File: config.mk
export PLATFORM = sky130hd
export DESIGN_NAME = rally_referee_flat
export DESIGN_NICKNAME = d
export VERILOG_FILES = /design/src/rtl/rally_referee_if.sv /design/src/rtl/rally_referee.sv /design/src/flat_wrapper.sv
export SDC_FILE = /design/constraint.sdc
export NUM_CORES = 1
export LEC_CHECK = 0
export CORE_ASPECT_RATIO = 0.7
export CORE_MARGIN = 2
export CORE_UTILIZATION = 45
export CTS_BUF_LIST = sky130_fd_sc_hd__clkbuf_8
export DETAILED_ROUTE_END_ITERATION = 10
export PLACE_DENSITY_LB_ADDON = 0.1
export SLEW_MARGIN = 20
export SYNTH_ARGS = -nofsm -noshare
export SYNTH_HDL_FRONTEND = slang
export SYNTH_SLANG_ARGS = --single-unit
File: constraint.sdc
create_clock -name pixel_clk -period 2.3 [get_ports pixel_clk]
set_input_delay 0.46 -clock pixel_clk [delete_from_list [all_inputs] [get_ports pixel_clk]]
set_output_delay 0.46 -clock pixel_clk [all_outputs]
set_load 0.01 [all_outputs]
File: src/rtl/rally_referee_if.sv
// Signal bundle between the pong frame/object layers (master) and the rally referee (slave).
interface rally_referee_if #(
  parameter int unsigned SCORE_W = 4
);
  logic                fsync;
  logic signed [11:0]  vpos;
  logic                active_obj;
  logic                active_pad_top;
  logic                active_pad_bot;
  logic [SCORE_W-1:0]  score_top;
  logic [SCORE_W-1:0]  score_bot;
  logic                game_over;
  logic                round_rst;
  logic                point_pulse;
  logic                match_over;
  logic                winner;

  modport master (
    output fsync, vpos, active_obj, active_pad_top, active_pad_bot,
    input  score_top, score_bot, game_over, round_rst, point_pulse, match_over, winner
  );

  modport slave (
    input  fsync, vpos, active_obj, active_pad_top, active_pad_bot,
    output score_top, score_bot, game_over, round_rst, point_pulse, match_over, winner
  );
endinterface

File: src/rtl/rally_referee.sv
// Rally and match referee: goal-line miss detection, scoring, post-miss pause and match hold.
// Optional macro RALLY_WIN_BY_TWO_EN: win needs a two-point lead, with deuce collapse at saturation.
module rally_referee #(
  parameter int unsigned VRES              = 720,
  parameter int unsigned PADDLE_H          = 20,
  parameter int unsigned SCORE_W           = 4,
  parameter int unsigned WIN_SCORE         = 9,
  parameter int unsigned PAUSE_FRAMES      = 2,
  parameter int unsigned MATCH_HOLD_FRAMES = 120
) (
  input  logic           pixel_clk,
  input  logic           rst_n,
  rally_referee_if.slave bus
);

  localparam int unsigned VPOS_W  = 12;
  localparam int unsigned CNT_MAX = (PAUSE_FRAMES > MATCH_HOLD_FRAMES) ? PAUSE_FRAMES
                                                                       : MATCH_HOLD_FRAMES;
  localparam int unsigned CNT_W   = (CNT_MAX > 1) ? $clog2(CNT_MAX) : 1;

  localparam logic [VPOS_W-1:0]  TOP_LINE   = VPOS_W'(PADDLE_H - 1);
  localparam logic [VPOS_W-1:0]  BOT_LINE   = VPOS_W'(VRES - PADDLE_H);
  localparam logic [CNT_W-1:0]   PAUSE_LAST = CNT_W'(PAUSE_FRAMES - 1);
  localparam logic [CNT_W-1:0]   HOLD_LAST  = CNT_W'(MATCH_HOLD_FRAMES - 1);
  localparam logic [SCORE_W-1:0] SCORE_MAX  = '1;
  localparam logic [SCORE_W-1:0] WIN_S      = SCORE_W'(WIN_SCORE);
`ifdef RALLY_WIN_BY_TWO_EN
  localparam logic [SCORE_W-1:0] DEUCE_S    = SCORE_W'(WIN_SCORE - 1);
`endif

  typedef enum logic [2:0] {
    ST_ARM,
    ST_PLAY,
    ST_PASSING,
    ST_PAUSE,
    ST_MATCH_END
  } state_e;

  state_e             state_q, state_d;
  logic [CNT_W-1:0]   cnt_q, cnt_d;
  logic [SCORE_W-1:0] score_top_q, score_top_d;
  logic [SCORE_W-1:0] score_bot_q, score_bot_d;
  logic               miss_bot_q, miss_bot_d;
  logic               winner_q, winner_d;
  logic               point_q, point_d;
  logic               game_over_q, game_over_d;
  logic               round_rst_q, round_rst_d;
  logic               match_over_q, match_over_d;
  logic [1:0]         rst_sync_q;
  logic               rst_int_n;

  logic               top_hit, bot_hit;
  logic [SCORE_W-1:0] scorer_old, scorer_new;
  logic               win;
`ifdef RALLY_WIN_BY_TWO_EN
  logic [SCORE_W-1:0] other_score;
  logic               deuce;
`endif

  // Reset asserts immediately, releases two pixel_clk edges later.
  always_ff @(posedge pixel_clk or negedge rst_n) begin
    if (!rst_n) rst_sync_q <= 2'b00;
    else        rst_sync_q <= {rst_sync_q[0], 1'b1};
  end
  assign rst_int_n = rst_sync_q[1];

  assign top_hit = bus.active_obj && (bus.vpos == TOP_LINE);
  assign bot_hit = bus.active_obj && (bus.vpos == BOT_LINE);

  // Prospective award for the pending miss; miss_bot_q=1 means the top player scores.
  always_comb begin
    scorer_old = miss_bot_q ? score_top_q : score_bot_q;
    scorer_new = (scorer_old == SCORE_MAX) ? SCORE_MAX : scorer_old + SCORE_W'(1);
`ifdef RALLY_WIN_BY_TWO_EN
    other_score = miss_bot_q ? score_bot_q : score_top_q;
    win   = (scorer_new >= WIN_S) &&
            ({1'b0, scorer_new} >= ({1'b0, other_score} + (SCORE_W+1)'(2)));
    deuce = !win && (scorer_new == SCORE_MAX);
`else
    win   = (scorer_new >= WIN_S);
`endif
  end

  always_comb begin
    state_d     = state_q;
    cnt_d       = cnt_q;
    score_top_d = score_top_q;
    score_bot_d = score_bot_q;
    miss_bot_d  = miss_bot_q;
    winner_d    = winner_q;
    point_d     = 1'b0;

    case (state_q)
      ST_ARM: begin
        if (bus.fsync) state_d = ST_PLAY;
      end
      ST_PLAY: begin
        if (top_hit) begin
          if (bus.active_pad_top) begin
            state_d = ST_ARM;
          end else begin
            miss_bot_d = 1'b0;
            state_d    = ST_PASSING;
          end
        end else if (bot_hit) begin
          if (bus.active_pad_bot) begin
            state_d = ST_ARM;
          end else begin
            miss_bot_d = 1'b1;
            state_d    = ST_PASSING;
          end
        end
      end
      ST_PASSING: begin
        if (!bus.active_obj) begin
          cnt_d   = '0;
          state_d = ST_PAUSE;
        end
      end
      ST_PAUSE: begin
        if (bus.fsync) begin
          if (cnt_q == PAUSE_LAST) begin
            point_d = 1'b1;
            cnt_d   = '0;
            if (miss_bot_q) score_top_d = scorer_new;
            else            score_bot_d = scorer_new;
`ifdef RALLY_WIN_BY_TWO_EN
            if (deuce) begin
              score_top_d = DEUCE_S;
              score_bot_d = DEUCE_S;
            end
`endif
            if (win) begin
              winner_d = ~miss_bot_q;
              state_d  = ST_MATCH_END;
            end else begin
              state_d  = ST_ARM;
            end
          end else begin
            cnt_d = cnt_q + CNT_W'(1);
          end
        end
      end
      ST_MATCH_END: begin
        if (bus.fsync) begin
          if (cnt_q == HOLD_LAST) begin
            score_top_d = '0;
            score_bot_d = '0;
            cnt_d       = '0;
            state_d     = ST_ARM;
          end else begin
            cnt_d = cnt_q + CNT_W'(1);
          end
        end
      end
      default: state_d = ST_ARM;
    endcase

    // Status outputs follow the state being entered so they line up with the registered state.
    game_over_d  = (state_d == ST_PAUSE);
    round_rst_d  = (state_d == ST_PAUSE) || (state_d == ST_MATCH_END);
    match_over_d = (state_d == ST_MATCH_END);
  end

  always_ff @(posedge pixel_clk or negedge rst_int_n) begin
    if (!rst_int_n) begin
      state_q      <= ST_ARM;
      cnt_q        <= '0;
      score_top_q  <= '0;
      score_bot_q  <= '0;
      miss_bot_q   <= 1'b0;
      winner_q     <= 1'b0;
      point_q      <= 1'b0;
      game_over_q  <= 1'b0;
      round_rst_q  <= 1'b0;
      match_over_q <= 1'b0;
    end else begin
      state_q      <= state_d;
      cnt_q        <= cnt_d;
      score_top_q  <= score_top_d;
      score_bot_q  <= score_bot_d;
      miss_bot_q   <= miss_bot_d;
      winner_q     <= winner_d;
      point_q      <= point_d;
      game_over_q  <= game_over_d;
      round_rst_q  <= round_rst_d;
      match_over_q <= match_over_d;
    end
  end

  assign bus.score_top   = score_top_q;
  assign bus.score_bot   = score_bot_q;
  assign bus.game_over   = game_over_q;
  assign bus.round_rst   = round_rst_q;
  assign bus.point_pulse = point_q;
  assign bus.match_over  = match_over_q;
  assign bus.winner      = winner_q;

endmodule
File: src/flat_wrapper.sv
// flat-port wrapper written by rule: the top's interface ports become plain ports
module rally_referee_flat 
#(
  parameter int unsigned VRES              = 720,
  parameter int unsigned PADDLE_H          = 20,
  parameter int unsigned SCORE_W           = 4,
  parameter int unsigned WIN_SCORE         = 9,
  parameter int unsigned PAUSE_FRAMES      = 2,
  parameter int unsigned MATCH_HOLD_FRAMES = 120
)
  (pixel_clk, rst_n, bus_fsync, bus_vpos, bus_active_obj, bus_active_pad_top, bus_active_pad_bot, bus_score_top, bus_score_bot, bus_game_over, bus_round_rst, bus_point_pulse, bus_match_over, bus_winner);
  rally_referee_if #(.SCORE_W(SCORE_W)) bus_i ();
  input  logic pixel_clk;
  input  logic rst_n;
  input wire logic [$bits(bus_i.fsync)-1:0] bus_fsync;
  input wire logic [$bits(bus_i.vpos)-1:0] bus_vpos;
  input wire logic [$bits(bus_i.active_obj)-1:0] bus_active_obj;
  input wire logic [$bits(bus_i.active_pad_top)-1:0] bus_active_pad_top;
  input wire logic [$bits(bus_i.active_pad_bot)-1:0] bus_active_pad_bot;
  output wire logic [$bits(bus_i.score_top)-1:0] bus_score_top;
  output wire logic [$bits(bus_i.score_bot)-1:0] bus_score_bot;
  output wire logic [$bits(bus_i.game_over)-1:0] bus_game_over;
  output wire logic [$bits(bus_i.round_rst)-1:0] bus_round_rst;
  output wire logic [$bits(bus_i.point_pulse)-1:0] bus_point_pulse;
  output wire logic [$bits(bus_i.match_over)-1:0] bus_match_over;
  output wire logic [$bits(bus_i.winner)-1:0] bus_winner;
  assign bus_i.fsync = bus_fsync;
  assign bus_i.vpos = bus_vpos;
  assign bus_i.active_obj = bus_active_obj;
  assign bus_i.active_pad_top = bus_active_pad_top;
  assign bus_i.active_pad_bot = bus_active_pad_bot;
  assign bus_score_top = bus_i.score_top;
  assign bus_score_bot = bus_i.score_bot;
  assign bus_game_over = bus_i.game_over;
  assign bus_round_rst = bus_i.round_rst;
  assign bus_point_pulse = bus_i.point_pulse;
  assign bus_match_over = bus_i.match_over;
  assign bus_winner = bus_i.winner;
  rally_referee #(.VRES(VRES), .PADDLE_H(PADDLE_H), .SCORE_W(SCORE_W), .WIN_SCORE(WIN_SCORE), .PAUSE_FRAMES(PAUSE_FRAMES), .MATCH_HOLD_FRAMES(MATCH_HOLD_FRAMES)) u_core (.pixel_clk(pixel_clk), .rst_n(rst_n), .bus(bus_i));
endmodule
==> run metrics, run 1 <==
dpl cell area=1920 µm²; Critical Path Start Type=flop; TritonCTS clock tree=built; Die ar.=between 3000 and 4000 µm²; Core ar.=3210 µm²; Crit path top cell by count=nand2_1; via count=1418; multi-input gate area in the final layout=842 µm²; Finished Layout Cells=240; data arrival time of the critical path=2.38 ns; Synth async-reset ratio=100%; row cnt=17; RSZ-0062 raised after global routing=false; status=finished clean; worst endpoint required time=2.47 ns; Residual DRC=0; H-tree depth=1; Post-CTS Hold Buffers=0; Finished Cell Area=roughly 2000 µm²; gr usage total=between 20% and 30%; slowest stage cell, crit path=dfrtp_2; clk sinks=26; worst-path maximum fanout=8; min-delay worst type=reg -> async; minimum clock period=2.21 ns; fraction of layout cells with a size suffix above 1=roughly 15%; Mapped Nets=177; Seq/Total Area, Yosys=42.3%; number of diodes=0; Reg area=652 µm²; number of max-cap violations=0; crit end category=flop; io pins=31; Clock Tree Buf Depth=2; filler cell count=~260; total power=952 µW; WL/cell=around 16 µm; Iter 0 DRT Violations=between 150 and 200; number of flops mapped to enable cells by yosys=0; grt total ovfl=0; post-synthesis instance total=between 150 and 200; CP Cell Sequence=buf_4, nand2_1, nand2_1, ha_1, and3b_1, o32ai_2, or3_1, nand3_1, a32o_1; die extent in x=73.9 µm; Worst VDD drop=slightly above 0.0003 V; hold_ws=0.222 ns; layout net count=about 220; placed insts=235; Starting Density=between 40% and 50%; main flop type after synthesis=dfrtp_1; CTS Root Cell=clkbuf_8; number of buffers created by CTS=3; CP Class=reg -> reg; setup TNS=0 ns; max-slew violations=0; drt first pass iters=4; via/cell ratio=5.91; final setup vio count=0; die height=52.9 µm; Reg clk slew, reported paths=0.09 ns; worst r2r path cells=9; Post-Syn Area=1540 µm²; worst-skew pair later-pin latency=0.27 ns; clock skew=0.00267 ns; Port Buffer Count=30; PD cells=around 480 nW/µm²; synth unique cells=54; Antenna Nets Post-Route=0; FMAX=0.452 GHz; WL final=3.85 mm; Final GP Congestion=0.822; initial antenna violation count=0; vias in the first global route=1302; #FFs+latches synth=26; largest net degree at the start of global routing=25; Final Hold Fails=0; Leak Pwr=0.000844 µW; first-pass GRT wire length=6.20 mm; Area Overhead vs Synth=30.2%; fin crit share=96.2%; post-DP HPWL=2.94 mm; Max stage delay on crit path=0.47 ns; Ys Warns=0; average size of a mapped cell=9.87 µm²
[final timing paths]
path	start	end	slack, ns
setup / recovery	u_core.miss_bot_q	u_core.bus.winner	0.09
hold / removal	u_core.rst_sync_q[1]	u_core.bus.score_top[3]	0.22
setup reg to reg	u_core.miss_bot_q	u_core.bus.winner	0.09
hold reg to reg	u_core.rst_sync_q[1]	u_core.bus.score_top[3]	0.22
max in group asynchronous	u_core.rst_sync_q[1]	u_core.miss_bot_q	1.83
min in group pixel_clk	u_core.rst_sync_q[0]	u_core.rst_sync_q[1]	0.36
[worst max-delay path, delay by kind of cell (launching register included)]
family          cells  cell delay, ns
compound gates      2            0.53
flops               1            0.47
simple gates        5            0.67
fa+ha+maj           1            0.26
buf+inv             1            0.17
[synth_stat cells, types with 5 or more instances]
master / count / area, µm²
nand2_1: 17 / 63.8
nand2b_1: 6 / 37.5
inv_1: 7 / 26.3
o21ai_0: 10 / 50.1
nand3_1: 5 / 25.0
dfrtp_1: 26 / 651
a21oi_1: 7 / 35.0
a22o_1: 6 / 52.6
mux2i_1: 5 / 50.1
nor2_1: 7 / 26.3
[through the flow]
step           util, %  worst slack, ns
2_1_floorplan        -            0.229
3_3_place_gp      59.6            0.185
3_5_place_dp      59.6           0.0711
4_1_cts           61.9           0.0463
5_1_grt           62.4           0.0166
6_report          62.4           0.0884
[flip-flops by register name, indices dropped and copies added, names as in the netlist]
| signal | cells |
|---|---|
| u_core.bus.game_over | 1 |
| u_core.bus.match_over | 1 |
| u_core.bus.point_pulse | 1 |
| u_core.bus.round_rst | 1 |
| u_core.bus.score_bot | 4 |
| u_core.bus.score_top | 4 |
| u_core.bus.winner | 1 |
| u_core.cnt_q | 7 |
| u_core.miss_bot_q | 1 |
| u_core.rst_sync_q | 2 |
| u_core.state_q | 3 |
[repair_timing]
item                                    in CTS  in global routing
endpoints found under the hold margin        0                  0
gates resized for setup                      0                  2
setup buffers                                0                  1
endpoints found under the setup margin       0                  4
[final cells by class]
type                    count  area share (%)
inverters                   7            1.31
well taps                  47            2.94
clock inverters             1            1.50
clock buffers               3            2.06
flip-flops and latches     26            32.5
repair buffers             37            17.6
multi-input cells         119            42.0
[routing by layer]
layer  GRT usage (%)  vias up  wire length (µm)
li1                -      651                 -
met1            30.0      689              1770
met2            32.0       72              1650
met3            4.95        6               370
met4            6.97        0                53
met5               0        -                 0
[kinds of logic after synthesis]
group / share of synthesized area, %
multiplexers: 3.25
AND/OR/NAND/NOR: 24.9
other: 0.244
AO/OA/AOI/OAI: 23.4
adder cells (fa/ha/maj): 2.44
flip-flops: 42.3
buffers and inverters: 3.50
[cells in the final DEF, fill, tap and decap left out, types with 3 or more instances in the layout]
| cell | Yosys | layout |
|---|---|---|
| clkdlybuf4s50_1 | 0 | 30 |
| dfrtp_1 | 26 | 25 |
| nand2_1 | 17 | 17 |
| o21ai_0 | 10 | 10 |
| inv_1 | 7 | 7 |
| nor2_1 | 7 | 7 |
| a21oi_1 | 7 | 7 |
| buf_4 | 1 | 7 |
| nand2b_1 | 6 | 6 |
| a22o_1 | 6 | 6 |
| mux2i_1 | 5 | 5 |
| nand3_1 | 5 | 5 |
| and3b_1 | 3 | 3 |
| o22ai_1 | 3 | 3 |
| and3_1 | 3 | 3 |
| ha_1 | 3 | 3 |
| clkbuf_8 | 0 | 3 |
[power by group]
group	switching (µW)	total, µW	internal [µW]	leakage [µW]
logic	39.1	90.1	51.0	0.000468
registers	16.2	483	467	0.000340
clock network	146	379	233	0.0000357
total	201	952	751	0.000844
No activity file was read; power rests on OpenSTA's default activity.
==> inputs of run 2 (changes only) <==
--- a/config.mk
+++ b/config.mk
@@ -11,7 +11,7 @@
 export CTS_BUF_LIST = sky130_fd_sc_hd__clkbuf_8
 export DETAILED_ROUTE_END_ITERATION = 10
 export PLACE_DENSITY_LB_ADDON = 0.1
-export SLEW_MARGIN = 20
+export SLEW_MARGIN = 10
 export SYNTH_ARGS = -nofsm -noshare
 export SYNTH_HDL_FRONTEND = slang
 export SYNTH_SLANG_ARGS = --single-unit
==> results of run 2 <==
Same layout as run 1: the final DEF is identical, and so are final timing and power.
==> inputs of run 3 (changes only) <==
--- a/config.mk
+++ b/config.mk
@@ -6,7 +6,6 @@
 export NUM_CORES = 1
 export LEC_CHECK = 0
 export CORE_ASPECT_RATIO = 0.7
-export CORE_MARGIN = 2
 export CORE_UTILIZATION = 45
 export CTS_BUF_LIST = sky130_fd_sc_hd__clkbuf_8
 export DETAILED_ROUTE_END_ITERATION = 10
==> run metrics, run 3 (synthesized netlist as in run 1, its figures left out) <==
via/cell ratio=5.85 (-1.1%); max reg flops=7 (unchanged); WL final=3.75 mm (-2.7%); initial antenna violation count=0 (unchanged); FMAX=0.474 GHz (+4.9%); Core ar.=3210 µm² (unchanged); grt total ovfl=0 (unchanged); clock skew=0.00999 ns (+0.00732 ns); CTS Root Cell=clkbuf_8; Antenna Nets Post-Route=0 (unchanged); drt first pass iters=4 (unchanged); layout net count=215 (unchanged); Critical Path Start Type=flop; clk sinks=26 (unchanged); commonest non-fill, non-tap cells in the layout=clkdlybuf4s50_1 (30), dfrtp_1 (25), nand2_1 (17); Final WS setup=0.192 ns (+0.104 ns); data arrival time of the critical path=2.26 ns (-0.12 ns); gr usage total=21.4% (+0.17 points); Finished Layout Cells=239 (-0.42%); Leak Pwr=0.000828 µW (-2.0%); io pins=31 (unchanged); Post-CTS Hold Buffers=0 (unchanged); status=finished clean; Worst VDD drop=0.000242 V (-22%); number of diodes=0 (unchanged); PD cells=419 nW/µm² (-12%); H-tree depth=1 (unchanged); Final Hold Fails=0 (unchanged); worst-skew pair later-pin latency=0.27 ns (about the same); first-pass GRT wire length=5.90 mm (-4.8%); largest net degree at the start of global routing=25 (unchanged); vias in the first global route=1263 (-3.0%); Area Overhead vs Synth=28.6%; Port Buffer Count=30 (unchanged); Iter 0 DRT Violations=79 (-60%); worst-path maximum fanout=6 (-2); die extent in x=71.9 µm (-2.7%); number of buffers created by CTS=3 (unchanged); via count=1397 (-1.5%); most common cell after layout, fill and taps aside=clkdlybuf4s50_1; worst endpoint required time=2.46 ns (about the same); pre-CTS setup slack=0.0136 ns (-0.0576 ns); minimum clock period=2.11 ns (-0.104 ns); final setup vio count=0 (unchanged); CP Class=reg -> reg; Final GP Congestion=0.908 (+10%); crit end category=flop; most flop-heavy register=u_core.cnt_q; RSZ-0062 raised after global routing=false; Die ar.=3660 µm² (-6.4%); Reg clk slew, reported paths=0.09 ns (about the same); row cnt=17 (unchanged); setup TNS=0 ns (unchanged); Starting Density=47.9% (unchanged); fin crit share=91.6% (-4.5 points); min-delay worst type=reg -> async; max-slew violations=0 (unchanged); WL/cell=15.7 µm (-2.3%); number of max-cap violations=0 (unchanged); die height=50.9 µm (-3.8%); placed insts=235 (unchanged); Residual DRC=0 (unchanged); post-DP HPWL=2.88 mm (-1.9%); Clock Tree Buf Depth=2 (unchanged); TritonCTS clock tree=built; Layout Utilization=61.6% (-0.74 points); fraction of layout cells with a size suffix above 1=15.1% (+0.60 points)
## run 3: cell types whose count changed in the layout (fill, tap and decap cells not counted), sizes merged
| cell | before | now |
|---|---|---|
| bufinv | 1 | 0 |
## run 3: timing repair
action	in CTS	in global routing
cloned	0	0
resized for setup	1	3
buffers inserted	0	1
setup endpoints to repair	1	3
## run 3: routing by layer
layer  vias to the layer above  global-route usage (%)  part of all wire (%)
met2                        65                    33.0                    45
met3                         8                    5.13                   4.8
met4                         0                    6.86                   1.1
li1                        652                       -                     -
met1                       672                    29.8                    49
met5                         -                       0                     0
## run 3: worst paths after layout
check	depth (start not counted)	slack, ns	start	endpoint
setup / recovery	8	0.19	u_core.miss_bot_q	u_core.bus.winner
hold / removal	1	0.22	u_core.rst_sync_q[1]	u_core.bus.score_top[3]
setup reg to reg	8	0.19	u_core.miss_bot_q	u_core.bus.winner
hold reg to reg	1	0.22	u_core.rst_sync_q[1]	u_core.bus.score_top[3]
max in group asynchronous	1	1.83	u_core.rst_sync_q[1]	u_core.bus.score_bot[2]
min in group pixel_clk	0	0.38	u_core.rst_sync_q[0]	u_core.rst_sync_q[1]
## run 3: layout make-up
type / instances / area (µm²)
Clock buffer: 3 / 41.3
Tap cell: 47 / 58.8
Sequential cell: 26 / 652
Inverter: 7 / 26.3
Fill cell: 257 / 1230
Multi-Input combinational cell: 119 / 848
Timing Repair Buffer: 37 / 353
## run 3: critical path, cell delays in order, from the launching register on
cell and delay [ns]:
dfrtp_2 0.42, mux2i_2 0.28, inv_1 0.08, ha_2 0.21, and3b_1 0.20, o32ai_2 0.27
or3_1 0.16, nand3_1 0.13, a32o_1 0.24
## run 3: through the flow
stage	hold slack [ns]	area [µm²]	power, µW
global route	0.262	1980	862
finish	0.221	1980	829
detailed placement	0.235	1920	584
CTS	0.243	1960	834
global placement	0.224	1920	579
floorplan	0.164	1540	533
## run 3: where the power goes
| part | internal, µW | leakage, µW | total [µW] | switching (µW) |
|---|---|---|---|---|
| Sequential | 467 | 0.000340 | 485 | 17.6 |
| Clock | 117 | 0.0000216 | 254 | 136 |
| Combinational | 51.0 | 0.000466 | 91.1 | 40.0 |
| Total | 636 | 0.000828 | 829 | 194 |
